[src/rtl/addr_sel_pkg.sv]
// Shared types and constants for the address select pipeline.
// State encodings, error counter limit and a saturating increment helper.
package addr_sel_pkg;

  typedef enum logic [1:0] {
    EMPTY = 2'd0,
    ONE   = 2'd1,
    TWO   = 2'd2
  } state_t;

  localparam logic [7:0] ERR_CNT_MAX = 8'd255;

  function automatic logic [7:0] sat_inc(input logic [7:0] c);
    return (c == ERR_CNT_MAX) ? c : c + 8'd1;
  endfunction

endpackage

[src/rtl/addr_sel_mux.sv]
// Parametrised N-input address mux with range check.
// An out-of-range select yields a zero address and raises err.
module addr_sel_mux #(
  parameter int DW  = 5,
  parameter int NIN = 4,
  parameter int SW  = 2
) (
  input  logic [SW-1:0]     sel,
  input  logic [NIN*DW-1:0] data_in,
  output logic [DW-1:0]     addr,
  output logic              err
);

  // Pick the matching candidate; fall through to zero plus error.
  always_comb begin
    addr = '0;
    err  = 1'b1;
    for (int i = 0; i < NIN; i++) begin
      if (sel == SW'(i)) begin
        addr = data_in[i*DW +: DW];
        err  = 1'b0;
      end
    end
  end

endmodule

[src/rtl/addr_sel_pipe.sv]
// One-cycle registered address select with valid/ready handshake.
// Define ADDR_SEL_PIPE_SKID_EN for a skid register and registered in_ready.
module addr_sel_pipe
  import addr_sel_pkg::*;
#(
  parameter int DW  = 5,
  parameter int NIN = 4,
  parameter int SW  = 2
) (
  input  logic              clk,
  input  logic              rst_n,
  input  logic              in_valid,
  output logic              in_ready,
  input  logic [SW-1:0]     sel,
  input  logic [NIN*DW-1:0] data_in,
  output logic              out_valid,
  input  logic              out_ready,
  output logic [DW-1:0]     data_out,
  output logic              sel_err,
  output logic [7:0]        err_cnt
);

  state_t        state;
  logic [DW-1:0] main_data;
  logic          main_err;
  logic [DW-1:0] res_addr;
  logic          res_err;
  logic          in_xfer;
  logic          out_xfer;

`ifdef ADDR_SEL_PIPE_SKID_EN
  logic [DW-1:0] skid_data;
  logic          skid_err;
`endif

  addr_sel_mux #(
    .DW  (DW),
    .NIN (NIN),
    .SW  (SW)
  ) u_mux (
    .sel     (sel),
    .data_in (data_in),
    .addr    (res_addr),
    .err     (res_err)
  );

  assign out_valid = (state != EMPTY);
`ifdef ADDR_SEL_PIPE_SKID_EN
  assign in_ready  = rst_n && (state != TWO);
`else
  assign in_ready  = rst_n && (!out_valid || out_ready);
`endif
  assign in_xfer   = in_valid && in_ready;
  assign out_xfer  = out_valid && out_ready;
  assign data_out  = main_data;
  assign sel_err   = main_err;

  // Occupancy FSM, result registers and error counter.
  always_ff @(posedge clk) begin
    if (!rst_n) begin
      state     <= EMPTY;
      main_data <= '0;
      main_err  <= 1'b0;
      err_cnt   <= '0;
`ifdef ADDR_SEL_PIPE_SKID_EN
      skid_data <= '0;
      skid_err  <= 1'b0;
`endif
    end else begin
      if (in_xfer && res_err)
        err_cnt <= sat_inc(err_cnt);
      case (state)
        EMPTY: begin
          if (in_xfer) begin
            main_data <= res_addr;
            main_err  <= res_err;
            state     <= ONE;
          end
        end
        ONE: begin
`ifdef ADDR_SEL_PIPE_SKID_EN
          if (in_xfer && !out_xfer) begin
            skid_data <= res_addr;
            skid_err  <= res_err;
            state     <= TWO;
          end else if (in_xfer) begin
            main_data <= res_addr;
            main_err  <= res_err;
          end else if (out_xfer) begin
            state <= EMPTY;
          end
`else
          if (in_xfer) begin
            main_data <= res_addr;
            main_err  <= res_err;
          end else if (out_xfer) begin
            state <= EMPTY;
          end
`endif
        end
`ifdef ADDR_SEL_PIPE_SKID_EN
        TWO: begin
          if (out_xfer) begin
            main_data <= skid_data;
            main_err  <= skid_err;
            state     <= ONE;
          end
        end
`endif
        default: state <= EMPTY;
      endcase
    end
  end

endmodule

[config.mk]
export PLATFORM = sky130hd
export DESIGN_NAME = addr_sel_pipe
export DESIGN_NICKNAME = d
export VERILOG_FILES = /design/src/rtl/addr_sel_pkg.sv /design/src/rtl/addr_sel_mux.sv /design/src/rtl/addr_sel_pipe.sv
export SDC_FILE = /design/constraint.sdc
export NUM_CORES = 1
export LEC_CHECK = 0
export ABC_AREA = 1
export BUFFER_PORTS_ARGS = -buffer_cell sky130_fd_sc_hd__buf_2
export CORE_MARGIN = 2
export CORE_UTILIZATION = 43
export CTS_BUF_LIST = sky130_fd_sc_hd__clkbuf_4 sky130_fd_sc_hd__clkbuf_8 sky130_fd_sc_hd__clkbuf_16
export DETAILED_ROUTE_END_ITERATION = 10
export GPL_ROUTABILITY_DRIVEN = 0
export GPL_TIMING_DRIVEN = 0
export PLACE_DENSITY = 0.8
export SETUP_SLACK_MARGIN = 0.1
export SLEW_MARGIN = 20
export SYNTH_ARGS = -nofsm -noshare
export SYNTH_HDL_FRONTEND = slang
export SYNTH_SLANG_ARGS = --single-unit
[constraint.sdc]
create_clock -name clk -period 2.55 [get_ports clk]
set_input_delay 0.255 -clock clk [delete_from_list [all_inputs] [get_ports clk]]
set_output_delay 0.255 -clock clk [all_outputs]
set_load 0.02 [all_outputs]
# After elaboration in Yosys (flattened, before gate mapping)
# Index checks and enable logic that the tools add are counted.
# word_totals
ff_bits	16
in_bits	26
# classes
add_sub_neg	1
n_eq_ne	8
mux	12
bitwise	1
reduce_logical	13
# op_table
operator	count
2-to-1 mux 5 bit	4
adder 8 x 1 -> 8 bit, second input constant	1
equality test 8 bit, second input constant	1
2-to-1 mux 2 bit	3
inequality test 2 bit, second input constant	3
equality test 2 x 1 -> 1 bit, second input constant	2
equality test 2 bit, second input constant	2
logical AND 1 bit	4
zero test 2 bit	2
2-to-1 mux 1 bit	4
one-hot mux 2 bit (2 select lines)	1
AND reduction 2 bit	2
AND reduction 3 bit	1
nonzero test 2 bit	1
OR reduction 2 bit	1
zero test 1 bit	1
logical OR 1 bit	1
NOT 1 bit	1

# Logic depth before layout (Yosys ltp)
# Gate-level depths: netlist of run 1.
# logic_depth
word_depth	7
ltp_mapped	7
ltp_nobuf	6

# Modules after synthesis
# Synthesis of run 1 repeated with hierarchy kept, for this count alone.
# hier_totals
hier_cells	142
hier_area_um2	934.6
# by_module_without_submodules
module	instances	cells_per_inst	area_per_inst_um2	seq_area_each_um2
addr_sel_pipe	1	110	762.0	300.3
addr_sel_mux	1	32	172.7	0.0

# Worst setup path after synthesis of run 1
# OpenSTA, ideal clock, no wires.
# synth_path
path_type	in2out
from	in rst_n
to	out in_ready
t_arrival_ns	0.869
t_required_ns	2.295
setup_slack_ns	1.426
path_stages	3
n_path_buf	1
cell_sequence	buf_2 inv_2 a21oi_1
# synth_between
elab_chain_len	1
# synth_lines
item	line	source
from (decl)	addr_sel_pipe.sv:11	input logic rst_n,
logical AND 1 bit	addr_sel_pipe.sv:51	assign in_ready = rst_n && (!out_valid || out_ready);
to (decl)	addr_sel_pipe.sv:13	output logic in_ready,
# Every way passes these cells.

# Final worst setup path of run 1
# Same ends and word-level chain as after synthesis.

==> flow_summary.toml, run 1 <==
[yosys]
top_area_cells_in_the_synthesized_netlist = "sky130_fd_sc_hd__dfxtp_1 46%, sky130_fd_sc_hd__nand2_1 13%, sky130_fd_sc_hd__nand3_1 8.4%, sky130_fd_sc_hd__a21oi_2 6.7%, sky130_fd_sc_hd__nor2_1 5.7%"
async_set_or_reset_register_ratio_after_synthesis_pct = 0
syn_area_um2 = 656
mappedNetlistNets = 117
most_repeated_cell_in_the_gate_level_netlist_after_synthesis = "sky130_fd_sc_hd__nand2_1"
post-synth-top-area-fraction_pct = 45.8
post_synth.cell_area_avg_um2 = 7.20
ys_ff_latch = 15
dominantRegCellSynth = "sky130_fd_sc_hd__dfxtp_1"
synth_seq_area_share_pct = 45.8
netlist-cell-type-count = 14
synth_common_cells = "23 x sky130_fd_sc_hd__nand2_1, 15 x sky130_fd_sc_hd__dfxtp_1, 11 x sky130_fd_sc_hd__nand3_1"
yosys.area.top_type = "sky130_fd_sc_hd__dfxtp_1"
number_of_synthesized_flops_with_an_enable_pin = 0
syn-instance-count = 91
synth_warnings = 0

[critical_path]
critical-path-top-cell-by-count = "sky130_fd_sc_hd__buf_2"
worstSetupPathType = "in -> out"
timing.critical_path.cells = "buf_2 > buf_2 > inv_2 > a21oi_1 > buf_2"
critPathMaxFanout = 10
timing.critical_path.buf_inv = 4
critPathMaxStageDelay_ns = 0.20
worstSetupStartpointType = "primary input"
crit_family = "buffers and inverters"
cell_type_of_the_slowest_stage_on_the_worst_timing_path = "sky130_fd_sc_hd__buf_2"
critical_path_end_type = "primary output"
required_time_worst_endpoint_ns = 2.30
arrival_ns = 0.96

[power_and_ir_drop]
power_frac_comb_pct = 16.3
cell_internal_pwr_w = 0.000343
power_frac_seq_pct = 52.6
p_switching_w = 0.000117
power_density_nw_per_um2 = 505
netSwitchingFraction_pct = 25.4
static-leakage-power_nw = 0.537
max-vdd-ir-drop_mv = 0.249
clock_power_share_pct = 31.1

[routing]
drc_errors = 0
post_drt_wl_per_cell_um = 8.97
routed-via-count = 686
drt_pass1_iterations = 3
drtIter0Drc = 5
detail_route.vias_per_cell = 4.51
drt.antenna.violating_nets = 0
drt-total-wl_um = 1360

[clock_tree]
resized_cells_post_cts = 0
post_cts_setup_driven_buffer_insertion_count = 0
cts_tree = "done"
htree_levels = 1
numCtsBuffers = 3
cts-hold-fix-buffers = 0
cts.sink_count = 15
clk_transition_reported_paths_ns = 0.09
clock_latency_reported_for_the_late_side_of_the_worst_skew_pair_ns = 0.28
clockBufferDepth = 2
clock_tree.root_cell = "sky130_fd_sc_hd__clkbuf_4"

[global_routing]
first_global_vias = 540
grt_max_degree = 11
grt_first_pass_wirelength_um = 2180
grt_overflow = 0
number_of_antenna_violations_at_the_first_check_in_global_routing = 0
track_usage_pct = 15.7

[timing]
layout_min_cycle_time_ns = 1.21
totalNegativeSetupSlack_ns = 0
clock.fmax_mhz = 824
tightestPinTransition_ns = 0.200
slew_violations = 0
max-slew-margin-rel_pct = 86.6
final_min_period_over_clock_period_pct = 47.6
timing.clock.skew_ns = 0.00380
timing_hold_violations_final = 0
setup_repair_after_global_routing_missed_its_margin = "no"
timing.final.setup_violations = 0

[floorplan]
die_x_um = 43.0
die_height_um = 43.0
row_count = 14
core_area_um2 = 1470
die_area_um2 = 1850
num_io_pins = 42
initial_utilization_pct = 44.6

[hold_path]
worst_hold_path_type = "in -> reg"

[run_status]
outcome = "finished, final reports clean"

[placement]
placed_cell_area_um2 = 881
port_buffers = 41
hpwl_detailed_um = 1120

[final_layout]
post-route-cell-area_um2 = 911
layout-drive-gt1-share_pct = 44.9
diodes = 0
ff_latch_area_um2 = 300
multiInputGateArea_um2 = 287
areaGrowthSynthToFinish_pct = 38.9
final_nets = 163
fillCellCount = 142

[flow_run]
max-cap-violations = 0
## sequential cells by signal, indices dropped and copies added, names as in the netlist
name / cells
sel_err: 1
err_cnt: 8
state: 1
data_out: 5
## path summary, 6_finish.rpt
check,cells past startpoint,to,slack (ns),startpoint
max,5,in_ready,1.34,rst_n
min reg2reg,2,err_cnt[7]$_SDFFE_PN0P_,0.42,err_cnt[7]$_SDFFE_PN0P_
max reg2reg,6,data_out[1]$_SDFFE_PN0P_,1.57,state[0]$_SDFFE_PN0P_
min,3,state[0]$_SDFFE_PN0P_,0.23,in_valid
## metrics by stage
| step | total power, W | hold slack [ns] | std cells | setup slack, ns | util [%] |
|---|---|---|---|---|---|
| after floorplan | 0.000290 | 0.389 | 91 | 1.43 | - |
| after global placement | 0.000321 | 0.410 | 148 | 1.32 | 59.9 |
| after detailed placement | 0.000323 | 0.414 | 148 | 1.32 | 59.9 |
| after CTS | 0.000468 | 0.211 | 152 | 1.32 | 61.9 |
| after global routing | 0.000486 | 0.226 | 152 | 1.25 | 61.9 |
| final | 0.000460 | 0.229 | 152 | 1.34 | 61.9 |
## worst reg2reg max path, delay by kind of cell, from the launching register on
kind | cells | cell delay (ns)
simple gates | 4 | 0.30
compound gates | 1 | 0.11
flops | 1 | 0.34
buf+inv | 1 | 0.17
## final cells by class
| type | count | share of cell area (%) |
|---|---|---|
| timing repair buffer | 41 | 22.5 |
| tap | 16 | 2.20 |
| inverter | 13 | 5.36 |
| sequential | 15 | 33.0 |
| multi-input combinational | 60 | 31.5 |
| clock buffer | 4 | 3.30 |
| buffer | 3 | 2.20 |
## per-layer routing
metal  GRT usage (%)  part of all wire [%]  up-vias
met1            19.8                    42      282
met5               0                     0        -
met2            23.9                    48       33
li1                -                     -      371
met3            2.98                   9.8        0
met4            10.9                     0        0
## power by group through the flow
| stage | logic, W | clock network, W | registers, W |
|---|---|---|---|
| floorplan | 0.0000362 | 0 | 0.000254 |
| global placement | 0.0000736 | 0 | 0.000247 |
| detailed placement | 0.0000754 | 0 | 0.000247 |
| CTS | 0.0000758 | 0.000150 | 0.000242 |
| global route | 0.0000843 | 0.000159 | 0.000243 |
| finish | 0.0000749 | 0.000143 | 0.000242 |
## placed cells by master (no fill, tap or decap), drive strengths merged
cell type / n
buf: 44
o21ai: 5
clkbuf: 4
nand3: 12
nor2: 11
dfxtp: 15
nand2: 25
inv: 13
a21oi: 7
## cells by family (layout without fill, tap and decap cells)
logic type,count (synthesis),in the layout,synth area share (%)
buffers and inverters,16,61,10.5
DFF,15,15,45.8
AOI/OAI and AO/OA,12,12,12.0
and+or+nand+nor,48,48,31.7
(Power assumes the default switching activity.)
==> inputs of run 2 (changes only) <==
Settings changed: ABC_AREA 1 to 0, CORE_UTILIZATION 43 to 35, PLACE_DENSITY 0.8 to 0.72.
Clock period 2.55 ns to 1.06 ns, I/O delays scaled along.
==> run 2 against run 1 <==
  * The run now ends with negative setup slack left
  * Non-clock buffer count stayed put
  * Power is 140% higher
  * Via count is 16% lower
  * Combinational power increased to 2.7 times the previous value
  * Final cell count decreased by 25%
  * Flip-flop and latch count did not move
  * Sequential share of layout area is 1.4 points higher
  * Clock skew about the same
  * Clock power up 120%
  * Critical path depth shrank 2
  * Highest routed layer is now met4
==> flow_summary.toml, run 2 <==
[clock_tree]
htree_levels = 1
clock_latency_reported_for_the_late_side_of_the_worst_skew_pair_ns = 0.27
numCtsBuffers = 3
clock_tree.root_cell = "sky130_fd_sc_hd__clkbuf_4"
cts.sink_count = 15
cts_tree = "done"
clockBufferDepth = 2
clk_transition_reported_paths_ns = 0.08

[timing]
setup_repair_after_global_routing_missed_its_margin = "yes"
layout_min_cycle_time_ns = 1.25
max-slew-margin-rel_pct = 76.8
tightestPinTransition_ns = 0.349
clock.fmax_mhz = 800
timing.clock.skew_ns = 0.00343
timing_hold_violations_final = 0
final_min_period_over_clock_period_pct = 118
slew_violations = 0
fin_hold_ws_ns = 0.116
timing.final.setup_violations = 6
finalWorstSetupSlack_ns = -0.190

[yosys]
most_repeated_cell_in_the_gate_level_netlist_after_synthesis = "sky130_fd_sc_hd__dfxtp_1"
syn-instance-count = 53
dominantRegCellSynth = "sky130_fd_sc_hd__dfxtp_1"
syn_area_um2 = 599
async_set_or_reset_register_ratio_after_synthesis_pct = 0
yosys.area.top_type = "sky130_fd_sc_hd__dfxtp_1"
post-synth-top-area-fraction_pct = 50.1
synth_common_cells = "15 x sky130_fd_sc_hd__dfxtp_1, 9 x sky130_fd_sc_hd__and2_1, 6 x sky130_fd_sc_hd__nand2_1"
mappedNetlistNets = 79
synth_warnings = 0
number_of_synthesized_flops_with_an_enable_pin = 0
ys_ff_latch = 15
synth_seq_area_share_pct = 50.1
netlist-cell-type-count = 13
top_area_cells_in_the_synthesized_netlist = "sky130_fd_sc_hd__dfxtp_1 50%, sky130_fd_sc_hd__mux4_2 19%, sky130_fd_sc_hd__and2_1 9.4%, sky130_fd_sc_hd__nand4_1 5.2%, sky130_fd_sc_hd__o21ai_1 4.2%"
post_synth.cell_area_avg_um2 = 11.3

[global_routing]
first_global_vias = 556
number_of_antenna_violations_at_the_first_check_in_global_routing = 0
track_usage_pct = 13.8
grt_first_pass_wirelength_um = 2040
grt_overflow = 0
grt_max_degree = 11

[placement]
port_buffers = 40
place_inst = 109
hpwl_detailed_um = 1050
placement.setup.worst_slack_ns = 0.0348

[critical_path]
worstSetupStartpointType = "flop"
worstReg2RegEnd = "data_out[3]$_SDFFE_PN0P_"
arrival_ns = 1.14
critPathMaxFanout = 2
reg2reg_slack_ns = -0.04
critical_path_end_type = "primary output"
required_time_worst_endpoint_ns = 0.95
worstSetupPathType = "reg -> out"
worst-r2r-cell-count = 4
endpoint = "in_ready"
cp-startpoint = "state[0]$_SDFFE_PN0P_"
reg2reg_from = "state[0]$_SDFFE_PN0P_"

[routing]
detail_route.vias_per_cell = 5.04
drtIter0Drc = 6
drt-total-wl_um = 1230
drc_errors = 0
post_drt_wl_per_cell_um = 10.8
drt_pass1_iterations = 3
routed-via-count = 574
drt.antenna.violating_nets = 0

[final_layout]
register_with_the_highest_flop_count = "err_cnt"
layout-drive-gt1-share_pct = 60.2
most-common-layout-cells = "39 x sky130_fd_sc_hd__buf_2, 14 x sky130_fd_sc_hd__dfxtp_1, 8 x sky130_fd_sc_hd__and2_1"
largest_reg_flops = 8
layout.cells.most_common = "sky130_fd_sc_hd__buf_2"
areaGrowthSynthToFinish_pct = 47.8
diodes = 0
post-route-util_pct = 56.8
stdcell_count = 114
final_nets = 125

[floorplan]
num_io_pins = 42
core_area_um2 = 1560
die_height_um = 45.4
initial_utilization_pct = 38.4
die_x_um = 45.4
row_count = 14
die_area_um2 = 2060

[power_and_ir_drop]
max-vdd-ir-drop_mv = 0.541
static-leakage-power_nw = 0.436
power_density_nw_per_um2 = 1240

[flow_run]
max-cap-violations = 0

[run_status]
failed_checks = "negative setup slack"
outcome = "complete, but fails checks"

[hold_path]
holdPathStages = 3
worst_hold_path_type = "in -> reg"
run 2: changes by cell type after synthesis, moves of 4 or more:
cell	before	now
sky130_fd_sc_hd__a21oi_2	5	0
sky130_fd_sc_hd__nor2_1	10	1
sky130_fd_sc_hd__nand2_1	23	6
sky130_fd_sc_hd__mux4_2	0	5
sky130_fd_sc_hd__and2_1	0	9
sky130_fd_sc_hd__nand4_1	0	5
sky130_fd_sc_hd__inv_1	9	1
sky130_fd_sc_hd__inv_2	4	0
sky130_fd_sc_hd__nand3_1	11	0
run 2: per-layer routing:
layer | part of all wire, % | global-route usage, %
met1 | 38 | 14.9
met2 | 50 | 23.4
met4 | 1.4 | 8.82
met5 | 0 | 0
met3 | 11 | 3.97
run 2: cell families (layout without fill, tap and decap cells):
kind of cell,Yosys count,after routing,share of synthesized area (%)
compound gates,6,6,5.43
buf+inv,4,49,3.76
flops,15,15,50.1
mux,5,5,18.8
simple gates,23,23,21.9
run 2: cell type report:
class / count / area [um2]
well taps: 16 / 20.0
flip-flops and latches: 15 / 304
clock inverters: 1 / 5.00
multi-input cells: 34 / 298
fillers: 161 / 673
inverters: 1 / 3.75
plain buffers: 3 / 18.8
repair buffers: 41 / 214
clock buffers: 3 / 22.5
run 2: how the worst min path moves through the flow:
stage	slack [ns]	from	to
final	0.12	in_valid	state[0]$_SDFFE_PN0P_
after global routing	0.12	rst_n	data_out[0]$_SDFFE_PN0P_
after CTS	0.11	rst_n	data_out[0]$_SDFFE_PN0P_
after detailed placement	0.41	in_valid	state[0]$_SDFFE_PN0P_
after global placement	0.40	in_valid	state[0]$_SDFFE_PN0P_
after floorplan	0.23	in_valid	state[0]$_SDFFE_PN0P_
run 2: repair_timing:
| action | 4_1_cts | 5_1_grt |
|---|---|---|
| setup buffers | 1 | 0 |
| resized for setup | 3 | 5 |
| endpoints found under the setup margin | 6 | 8 |
| hold buffers | 0 | 0 |
run 2: metrics by stage:
| step | area (um2) | TNS, ns | power, W |
|---|---|---|---|
| after detailed placement | 828 | 0 | 0.000794 |
| after global placement | 828 | 0 | 0.000788 |
| after global routing | 886 | -0.599 | 0.00116 |
| after CTS | 872 | -0.360 | 0.00111 |
| after floorplan | 608 | 0 | 0.000712 |
| final | 886 | -0.346 | 0.00110 |
run 2: worst max-delay path: stages (launching register included):
cell,delay (ns)
sky130_fd_sc_hd__dfxtp_4,0.34
sky130_fd_sc_hd__or2b_4,0.25
sky130_fd_sc_hd__and2_4,0.16
sky130_fd_sc_hd__buf_6,0.12
run 2: where the power goes:
group / total, W / internal (W) / leakage (nW) / switching [W]
clock network: 0.000309 / 0.000140 / 0.0177 / 0.000170
registers: 0.000591 / 0.000582 / 0.123 / 0.00000883
logic: 0.000201 / 0.000108 / 0.296 / 0.0000935
total: 0.00110 / 0.000830 / 0.436 / 0.000272
==> inputs of run 3 (changes only) <==
Settings changed: MAX_ROUTING_LAYER set to met4.
==> run 3 against run 2 <==
  * The flow still finishes with violations (negative setup slack)
  * Utilization unchanged
  * First-iteration DRC count is 17% higher
  * Power barely moved
  * Worst hold slack about the same
  * Count of clock-buffer cells in the layout unchanged
  * Combinational power hardly changed
  * Sequential share of layout area stayed put
==> flow_summary.toml, run 3 (same netlist as run 2, synthesis figures left out) <==
[routing]
drt_pass1_iterations = 3
drtIter0Drc = 7
post_drt_wl_per_cell_um = 10.8
drt-total-wl_um = 1230
detail_route.vias_per_cell = 5.02
drt.antenna.violating_nets = 0
drc_errors = 0
routed-via-count = 572

[critical_path]
arrival_ns = 1.14
endpoint = "in_ready"
reg2reg_from = "state[0]$_SDFFE_PN0P_"
cell_type_of_the_slowest_stage_on_the_worst_timing_path = "sky130_fd_sc_hd__dfxtp_4"
critPathMaxStageDelay_ns = 0.34
path_depth = 3
worst-r2r-cell-count = 4
worstSetupStartpointType = "flop"
critical_path_end_type = "primary output"
reg2reg_slack_ns = -0.04
cp-startpoint = "state[0]$_SDFFE_PN0P_"
worstReg2RegEnd = "data_out[3]$_SDFFE_PN0P_"
worstSetupPathType = "reg -> out"
required_time_worst_endpoint_ns = 0.95
critPathMaxFanout = 2
timing.critical_path.buf_inv = 1
crit_family = "simple AND/OR/NAND/NOR gates"
timing.critical_path.cells = "or2b_4 > and2_4 > buf_6"

[clock_tree]
clockBufferDepth = 2
htree_levels = 1
cts.sink_count = 15
cts_tree = "done"
clock_latency_reported_for_the_late_side_of_the_worst_skew_pair_ns = 0.27
numCtsBuffers = 3
clock_tree.root_cell = "sky130_fd_sc_hd__clkbuf_4"
clk_transition_reported_paths_ns = 0.08

[timing]
tightestPinTransition_ns = 0.349
timing_hold_violations_final = 0
totalNegativeSetupSlack_ns = -0.347
finalWorstSetupSlack_ns = -0.190
clock.fmax_mhz = 800
final_min_period_over_clock_period_pct = 118
max-slew-margin-rel_pct = 76.7
layout_min_cycle_time_ns = 1.25
timing.final.setup_violations = 6
slew_violations = 0
timing.clock.skew_ns = 0.00313
setup_repair_after_global_routing_missed_its_margin = "yes"
fin_hold_ws_ns = 0.116

[final_layout]
areaGrowthSynthToFinish_pct = 47.8
register_with_the_highest_flop_count = "err_cnt"
diodes = 0
most-common-layout-cells = "39 x sky130_fd_sc_hd__buf_2, 14 x sky130_fd_sc_hd__dfxtp_1, 8 x sky130_fd_sc_hd__and2_1"
largest_reg_flops = 8
fillCellCount = 161
layout.cells.most_common = "sky130_fd_sc_hd__buf_2"
layout-drive-gt1-share_pct = 60.2
post-route-cell-area_um2 = 886
final_nets = 125

[global_routing]
track_usage_pct = 14.3
grt_overflow = 0
grt_max_degree = 11
grt_first_pass_wirelength_um = 2060
first_global_vias = 554
number_of_antenna_violations_at_the_first_check_in_global_routing = 0

[floorplan]
core_area_um2 = 1560
initial_utilization_pct = 38.4
die_area_um2 = 2060
die_height_um = 45.4
num_io_pins = 42
die_x_um = 45.4
row_count = 14

[power_and_ir_drop]
power_density_nw_per_um2 = 1240
static-leakage-power_nw = 0.436
max-vdd-ir-drop_mv = 0.542
fin_total_pwr_w = 0.00110

[run_status]
outcome = "complete, but fails checks"
failed_checks = "negative setup slack"

[placement]
placed_cell_area_um2 = 828
port_buffers = 40
hpwl_detailed_um = 1050
placement.setup.worst_slack_ns = 0.0348

[flow_run]
max-cap-violations = 0

[hold_path]
worst_hold_path_type = "in -> reg"
==> run 3: timing repair <==
action / CTS / global route
cloned: 0 / 0
buffers inserted: 1 / 0
hold endpoints to repair: 0 / 0
gates resized for setup: 3 / 5
endpoints found under the setup margin: 6 / 8
hold buffers: 0 / 0
==> run 3: layer usage <==
metal	vias up	share of wire [%]	track usage [%]
li1	279	-	-
met1	255	39	15.1
met2	36	50	23.4
met3	2	9.8	3.97
met4	0	0.73	8.82
met5	-	0	-
==> run 3: layout make-up <==
type	count	area (um2)	area share, %
Tap cell	16	20.0	2.26
Multi-Input combinational cell	34	298	33.6
Clock buffer	3	22.5	2.54
Timing Repair Buffer	41	214	24.2
Clock inverter	1	5.00	0.565
Buffer	3	18.8	2.12
Sequential cell	15	304	34.3
Inverter	1	3.75	0.424
==> run 3: worst register-to-register path: cells and delay by family (launching register included) <==
family	cells	cell delay, ns
AND/OR/NAND/NOR	2	0.43
flip-flops	1	0.34
buffers and inverters	1	0.16
AO/OA/AOI/OAI	1	0.11
==> run 3: report_power, final <==
group          switching [W]  internal (W)
Clock               0.000170      0.000140
Combinational      0.0000936      0.000108
Sequential        0.00000882      0.000582
==> run 3: through the flow <==
stage               std cells  util, %
floorplan                  53        -
global placement          109     53.1
detailed placement        109     53.1
CTS                       114     55.9
global route              114     56.8
finish                    114     56.8
==> run 3: worst min path at each step <==
stage                     startpoint                  endpoint  slack [ns]  depth (start not counted)
after CTS                      rst_n  data_out[0]$_SDFFE_PN0P_        0.11                          3
after floorplan             in_valid     state[0]$_SDFFE_PN0P_        0.23                          2
final                       in_valid     state[0]$_SDFFE_PN0P_        0.12                          3
after global routing           rst_n  data_out[0]$_SDFFE_PN0P_        0.12                          3
after global placement      in_valid     state[0]$_SDFFE_PN0P_        0.40                          3
after detailed placement    in_valid     state[0]$_SDFFE_PN0P_        0.41                          3
